`config.mk`:
```
export PLATFORM = sky130hd
export DESIGN_NAME = hf_conf_rx_flat
export DESIGN_NICKNAME = d
export VERILOG_FILES = /design/src/rtl/hf_conf_rx_if.sv /design/src/rtl/hf_conf_rx.sv /design/src/flat_wrapper.sv
export SDC_FILE = /design/constraint.sdc
export NUM_CORES = 1
export LEC_CHECK = 0
export CORE_ASPECT_RATIO = 1.1
export CORE_UTILIZATION = 45
export CTS_CLUSTER_DIAMETER = 50
export CTS_CLUSTER_SIZE = 8
export DETAILED_ROUTE_END_ITERATION = 7
export DONT_BUFFER_PORTS = 1
export HOLD_SLACK_MARGIN = 0.15
export PLACE_DENSITY = 0.65
export SETUP_SLACK_MARGIN = 0.1
export SYNTH_ARGS = -nofsm -noshare
export SYNTH_HDL_FRONTEND = slang
export SYNTH_SLANG_ARGS = --single-unit
```
`constraint.sdc`:
```
create_clock -name ck_1356meg -period 1.93 [get_ports ck_1356meg]
set_input_delay 0 -clock ck_1356meg [delete_from_list [all_inputs] [get_ports ck_1356meg]]
set_output_delay 0 -clock ck_1356meg [all_outputs]
set_load 0.02 [all_outputs]
```
`src/rtl/hf_conf_rx_if.sv`:
```
// SPI command pins from the ARM plus the configuration outputs of hf_conf_rx.
// The master side drives the SPI pins. The slave side is the receiver and drives the config outputs.
interface hf_conf_rx_if;
    logic       spck;
    logic       mosi;
    logic       ncs;
    logic [7:0] conf_word;
    logic [2:0] major_mode;
    logic       conf_valid;
    logic       mode_guard;
    logic       cmd_err;
    logic [7:0] err_cnt;
    logic [1:0] dbg_state;

    // Handshake: conf_valid and cmd_err are single-cycle pulses with no ready/backpressure.
    // conf_word is stable whenever conf_valid is low.
    modport master (
        output spck, mosi, ncs,
        input  conf_word, major_mode, conf_valid, mode_guard, cmd_err, err_cnt, dbg_state
    );

    modport slave (
        input  spck, mosi, ncs,
        output conf_word, major_mode, conf_valid, mode_guard, cmd_err, err_cnt, dbg_state
    );
endinterface

```
`src/rtl/hf_conf_rx.sv`:
```
// HF config receiver: resamples the ARM's SPI frames into ck_1356meg and decodes 16-bit commands
// into the 8-bit configuration word. Major-mode changes are flagged with a guard window.
module hf_conf_rx #(
    parameter int SYNC_STAGES  = 2,
    parameter int WORD_BITS    = 16,
    parameter int GUARD_CYCLES = 8
) (
    input  logic        ck_1356meg,
    input  logic        nrst,
    hf_conf_rx_if.slave bus
);
    typedef enum logic [1:0] {
        IDLE   = 2'd0,
        SHIFT  = 2'd1,
        DECODE = 2'd2
    } state_t;

    localparam logic [4:0] WORD_BITS_C = 5'(WORD_BITS);
    localparam logic [7:0] GUARD_C     = 8'(GUARD_CYCLES);

    state_t state, state_next;

    logic [SYNC_STAGES-1:0] spck_sync, ncs_sync, mosi_sync, primed;
    logic spck_d, ncs_d, armed;
    logic spck_s, ncs_s, mosi_s;
    logic spck_rise, ncs_rise, ncs_fall;

    logic [15:0] shift_reg;
    logic [4:0]  bit_cnt;
    logic [7:0]  conf_word, err_cnt, guard_cnt;
    logic        conf_valid, cmd_err;
    logic        start_frame, shift_en, do_write, do_err, mode_change;

    assign spck_s = spck_sync[SYNC_STAGES-1];
    assign ncs_s  = ncs_sync[SYNC_STAGES-1];
    assign mosi_s = mosi_sync[SYNC_STAGES-1];

    // armed only goes high once a post-reset sample of ncs=1 reaches the last stage. A frame
    // that was already running when reset released therefore never looks like a fresh start.
    always_ff @(posedge ck_1356meg) begin
        if (!nrst) begin
            spck_sync <= '0;
            ncs_sync  <= '1;
            mosi_sync <= '0;
            primed    <= '0;
            spck_d    <= 1'b0;
            ncs_d     <= 1'b1;
            armed     <= 1'b0;
        end else begin
            spck_sync <= {spck_sync[SYNC_STAGES-2:0], bus.spck};
            ncs_sync  <= {ncs_sync[SYNC_STAGES-2:0], bus.ncs};
            mosi_sync <= {mosi_sync[SYNC_STAGES-2:0], bus.mosi};
            primed    <= {primed[SYNC_STAGES-2:0], 1'b1};
            spck_d    <= spck_s;
            ncs_d     <= ncs_s;
            armed     <= armed | (primed[SYNC_STAGES-1] & ncs_s);
        end
    end

    assign spck_rise = spck_s & ~spck_d;
    assign ncs_rise  = ncs_s & ~ncs_d;
    assign ncs_fall  = ~ncs_s & ncs_d & armed;

    always_ff @(posedge ck_1356meg) begin
        if (!nrst) state <= IDLE;
        else       state <= state_next;
    end

    always_comb begin
        state_next = state;
        case (state)
            IDLE:    if (ncs_fall) state_next = SHIFT;
            SHIFT:   if (ncs_rise) state_next = DECODE;
            DECODE:  state_next = IDLE;
            default: state_next = IDLE;
        endcase
    end

    always_comb begin
        start_frame = 1'b0;
        shift_en    = 1'b0;
        do_write    = 1'b0;
        do_err      = 1'b0;
        case (state)
            IDLE:   start_frame = ncs_fall;
            SHIFT:  shift_en    = spck_rise;
            DECODE: begin
                do_err   = (bit_cnt != WORD_BITS_C);
                do_write = (bit_cnt == WORD_BITS_C) && (shift_reg[15:12] == 4'b0001);
            end
            default: ;
        endcase
    end

    assign mode_change = do_write && (shift_reg[7:5] != conf_word[7:5]);

    always_ff @(posedge ck_1356meg) begin
        if (!nrst) begin
            shift_reg  <= '0;
            bit_cnt    <= '0;
            conf_word  <= 8'hE0;
            conf_valid <= 1'b0;
            cmd_err    <= 1'b0;
            err_cnt    <= '0;
            guard_cnt  <= '0;
        end else begin
            conf_valid <= do_write;
            cmd_err    <= do_err;
            if (start_frame) begin
                shift_reg <= '0;
                bit_cnt   <= '0;
            end else if (shift_en) begin
                shift_reg <= {shift_reg[14:0], mosi_s};
                if (bit_cnt != 5'd31) bit_cnt <= bit_cnt + 5'd1;
            end
            if (do_write) conf_word <= shift_reg[7:0];
            if (do_err && err_cnt != 8'hFF) err_cnt <= err_cnt + 8'd1;
            // A reload wins over the countdown so back-to-back mode swaps extend the blanking.
            if (mode_change)         guard_cnt <= GUARD_C;
            else if (guard_cnt != 0) guard_cnt <= guard_cnt - 8'd1;
        end
    end

    assign bus.conf_word  = conf_word;
    assign bus.major_mode = conf_word[7:5];
    assign bus.conf_valid = conf_valid;
    assign bus.mode_guard = (guard_cnt != 8'd0);
    assign bus.cmd_err    = cmd_err;
    assign bus.err_cnt    = err_cnt;
    assign bus.dbg_state  = state;
endmodule

```
`src/flat_wrapper.sv`:
```
// flat-port wrapper written by rule: the top's interface ports become plain ports
module hf_conf_rx_flat 
#(
    parameter int SYNC_STAGES  = 2,
    parameter int WORD_BITS    = 16,
    parameter int GUARD_CYCLES = 8
)
  (ck_1356meg, nrst, bus_spck, bus_mosi, bus_ncs, bus_conf_word, bus_major_mode, bus_conf_valid, bus_mode_guard, bus_cmd_err, bus_err_cnt, bus_dbg_state);
  hf_conf_rx_if bus_i ();
  input  logic ck_1356meg;
  input  logic nrst;
  input wire logic [$bits(bus_i.spck)-1:0] bus_spck;
  input wire logic [$bits(bus_i.mosi)-1:0] bus_mosi;
  input wire logic [$bits(bus_i.ncs)-1:0] bus_ncs;
  output wire logic [$bits(bus_i.conf_word)-1:0] bus_conf_word;
  output wire logic [$bits(bus_i.major_mode)-1:0] bus_major_mode;
  output wire logic [$bits(bus_i.conf_valid)-1:0] bus_conf_valid;
  output wire logic [$bits(bus_i.mode_guard)-1:0] bus_mode_guard;
  output wire logic [$bits(bus_i.cmd_err)-1:0] bus_cmd_err;
  output wire logic [$bits(bus_i.err_cnt)-1:0] bus_err_cnt;
  output wire logic [$bits(bus_i.dbg_state)-1:0] bus_dbg_state;
  assign bus_i.spck = bus_spck;
  assign bus_i.mosi = bus_mosi;
  assign bus_i.ncs = bus_ncs;
  assign bus_conf_word = bus_i.conf_word;
  assign bus_major_mode = bus_i.major_mode;
  assign bus_conf_valid = bus_i.conf_valid;
  assign bus_mode_guard = bus_i.mode_guard;
  assign bus_cmd_err = bus_i.cmd_err;
  assign bus_err_cnt = bus_i.err_cnt;
  assign bus_dbg_state = bus_i.dbg_state;
  hf_conf_rx #(.SYNC_STAGES(SYNC_STAGES), .WORD_BITS(WORD_BITS), .GUARD_CYCLES(GUARD_CYCLES)) u_core (.ck_1356meg(ck_1356meg), .nrst(nrst), .bus(bus_i));
endmodule
```
==> results.sh <==
export IMPL_status="complete, but fails checks"
export IMPL_violations="design-rule violations"
export IMPL_port_buffers=0
export IMPL_syn_inst=254
export IMPL_synthFlopType="dfxtp_1"
export IMPL_critPathRequiredTime_ns=1.93
export IMPL_holdPathStages=2
export IMPL_first_iter_violations=119
export IMPL_drv_cap=0
export IMPL_wirelength_mm=4.31
export IMPL_path_clk_slew_ns=0.06
export IMPL_io_pins=29
export IMPL_reg2reg_from="u_core.guard_cnt[4]"
export IMPL_powerDensity_nw_per_um2=824
export IMPL_antenna_left=0
export IMPL_reg2reg_slack_ns=0.24
export IMPL_ys_types=44
export IMPL_seq_power_share_pct=55.9
export IMPL_relSlewSlack_pct=53.4
export IMPL_async_reset_ff_share_pct=0
export IMPL_hp_start="bus_mosi"
export IMPL_nets=285
export IMPL_power_internal_mw=1.76
export IMPL_drc=4
export IMPL_max_freq_mhz=580
export IMPL_criticalPathCategory="reg -> out"
export IMPL_leakagePower_nw=1.08
export IMPL_avgRoutedWirePerCell_um=12.8
export IMPL_period_share_pct=89.3
export IMPL_yosysWarnings=0
export IMPL_fin_setup_tns_ns=0
export IMPL_crit_path_start_kind="register"
export IMPL_tightestPinTransition_ns=0.697
export IMPL_grt_overflow=0
export IMPL_ys_ff_latch=60
export IMPL_vdd_ir_drop_max_uv=331
export IMPL_rsz0062_at_grt="false"
export IMPL_finalCriticalPeriod_ns=1.72
export IMPL_cts_sinks=60
export IMPL_cp_data_arrival_time_ns=1.72
export IMPL_setup_viol=0
export IMPL_placementRows=27
export IMPL_insertion_delay_ns=0.33
export IMPL_rr_worst_depth=4
export IMPL_grt_total_usage_pct=17.4
export IMPL_syn2layout_area_growth_pct=16.0
export IMPL_grt_pass1_vias=1648
export IMPL_stdcell_count=338
export IMPL_gp_congestion=0.759
export IMPL_end_kind="output pin"
export IMPL_hold_violations=0
export IMPL_clock_path_buffers=2
export IMPL_hold_class="in -> reg"
export IMPL_fp_dieArea_um2=5510
export IMPL_largest_reg_flops=16
export IMPL_yosysSeqAreaShare_pct=51.2
export IMPL_synth_edf_count=0
export IMPL_dp_hpwl_mm=2.83
export IMPL_drv_slew=0
export IMPL_n_antenna_cell=0
export IMPL_placedCellCount=317
export IMPL_power_share_clock_pct=42.0
export IMPL_fin_worst_skew_ns=0.00563
export IMPL_cts_tree="done"
export IMPL_grt_max_degree=22
export IMPL_firstDrtPassIters=6
export IMPL_coreArea_um2=5000
export IMPL_die_w_um=70.9
export IMPL_pwr_share_comb_pct=2.1
export IMPL_htreeDepth=3
export IMPL_drive_gt1_share_pct=14.3
export IMPL_worstHoldEndpoint="u_core.mosi_sync[0]"
export IMPL_cts_buffers=9
export IMPL_synth_avg_cell_area_um2=9.24
export IMPL_viasPerCell=5.32
export IMPL_syn_cell_area_um2=2350
export IMPL_nFillCells=458
export IMPL_timing_rr_end="u_core.guard_cnt[1]"
export IMPL_initial_utilization_pct=46.9
export IMPL_die_y_um=77.7
export IMPL_antenna_found_initial=0
export IMPL_vias=1799
export IMPL_cts_root_buf="clkbuf_8"
export IMPL_power_switching_mw=0.478
export IMPL_grt_pass1_wl_mm=7.38
export IMPL_crit_fanout=7
export IMPL_syn_num_nets=264
export IMPL_switching_share_pct=21.3
synthesized netlist by cell type, types with 3 or more instances:
| master | count | share of area (%) |
|---|---|---|
| xor2_1 | 6 | 2.2 |
| nor3_1 | 8 | 1.7 |
| xnor2_1 | 8 | 3.0 |
| ha_1 | 5 | 2.7 |
| or3_1 | 4 | 1.1 |
| and2_1 | 6 | 1.6 |
| inv_1 | 5 | 0.80 |
| o21ai_0 | 7 | 1.5 |
| dfxtp_1 | 60 | 51 |
| nand2_1 | 41 | 6.6 |
| nand3_1 | 5 | 1.1 |
| a21oi_1 | 23 | 4.9 |
| clkbuf_1 | 7 | 1.1 |
| mux2i_1 | 10 | 4.3 |
| buf_4 | 3 | 0.96 |
| nor2_1 | 20 | 3.2 |
| and3_1 | 3 | 0.80 |
area by class of cell:
cell class                      instances  area (um2)  share of cell area [%]
Multi-Input combinational cell        175        1080                    39.7
Sequential cell                        60        1200                    44.1
Timing Repair Buffer                   22         175                    6.43
Clock inverter                          2        10.0                   0.367
Clock buffer                           14         153                    5.60
Inverter                                7        30.0                    1.10
Tap cell                               58        72.6                    2.66
kinds of logic (layout without fill, tap and decap cells):
group	Yosys count	count (layout)	synth area share, %
AND/OR/NAND/NOR	107	107	23.3
XOR/XNOR	14	14	5.22
flip-flops	60	60	51.2
AO/OA/AOI/OAI	39	39	9.49
adder cells (fa/ha/maj)	5	5	2.67
multiplexers	10	10	4.26
buffers and inverters	19	45	3.89
worst max-delay path by stage:
stage          cells past startpoint  slack [ns]           startpoint                    end
6_report                           3        0.21  u_core.guard_cnt[4]         bus_mode_guard
5_1_grt                            5        0.11  u_core.guard_cnt[0]         bus_mode_guard
4_1_cts                            6        0.16    u_core.bit_cnt[0]  u_core.bus.err_cnt[6]
3_5_place_dp                       6        0.19    u_core.bit_cnt[0]  u_core.bus.err_cnt[6]
3_3_place_gp                       6        0.22    u_core.bit_cnt[0]  u_core.bus.err_cnt[6]
2_1_floorplan                      7        0.33    u_core.bit_cnt[0]    u_core.guard_cnt[2]
critical path, stage by stage (launching register included):
cell and delay, ns:
dfxtp_1 0.34, or4_4 0.56, nor3_4 0.34, inv_2 0.15
layout by cell type, fill, tap and decap left out, types with 5 or more instances in the layout:
master    instances
nand2_1          41
nor2_1           20
xnor2_1           8
ha_1              5
nand3_1           5
o21ai_0           7
nor3_1            8
clkbuf_8         10
and2_1            6
dfxtp_1          60
inv_1             5
a21oi_1          23
xor2_1            6
mux2i_1          10
buf_4            18
metrics by stage:
stage / hold slack, ns / worst slack [ns] / util, % / cell area [um2] / power, mW
finish: 0.343 / 0.206 / 54.5 / 2720 / 2.24
global route: 0.332 / 0.110 / 54.5 / 2720 / 2.34
CTS: 0.325 / 0.155 / 53.9 / 2700 / 2.27
detailed placement: 0.0284 / 0.186 / 49.9 / 2490 / 1.31
global placement: 0.0285 / 0.225 / 49.9 / 2490 / 1.31
floorplan: 0.0277 / 0.327 / - / 2350 / 1.31
metal layers:
| metal | vias to the layer above | part of all wire (%) | global-route usage [%] |
|---|---|---|---|
| met3 | 14 | 5.9 | 5.19 |
| met5 | - | 0 | 0 |
| li1 | 903 | - | - |
| met4 | 0 | 2.4 | 12.6 |
| met2 | 35 | 47 | 26.9 |
| met1 | 847 | 44 | 20.3 |
power groups by stage:
stage	clock network (mW)	registers, mW	logic, mW
3_5_place_dp	0	1.28	0.0340
3_3_place_gp	0	1.28	0.0331
4_1_cts	0.972	1.25	0.0453
6_report	0.943	1.25	0.0463
2_1_floorplan	0	1.28	0.0245
5_1_grt	1.03	1.25	0.0506
repair_timing:
action,CTS,global route
buffers inserted,0,1
resized for setup,0,2
hold buffers,4,0
setup endpoints to repair,0,6
hold endpoints to repair,60,0
No activity file was read; power rests on OpenSTA's default activity.
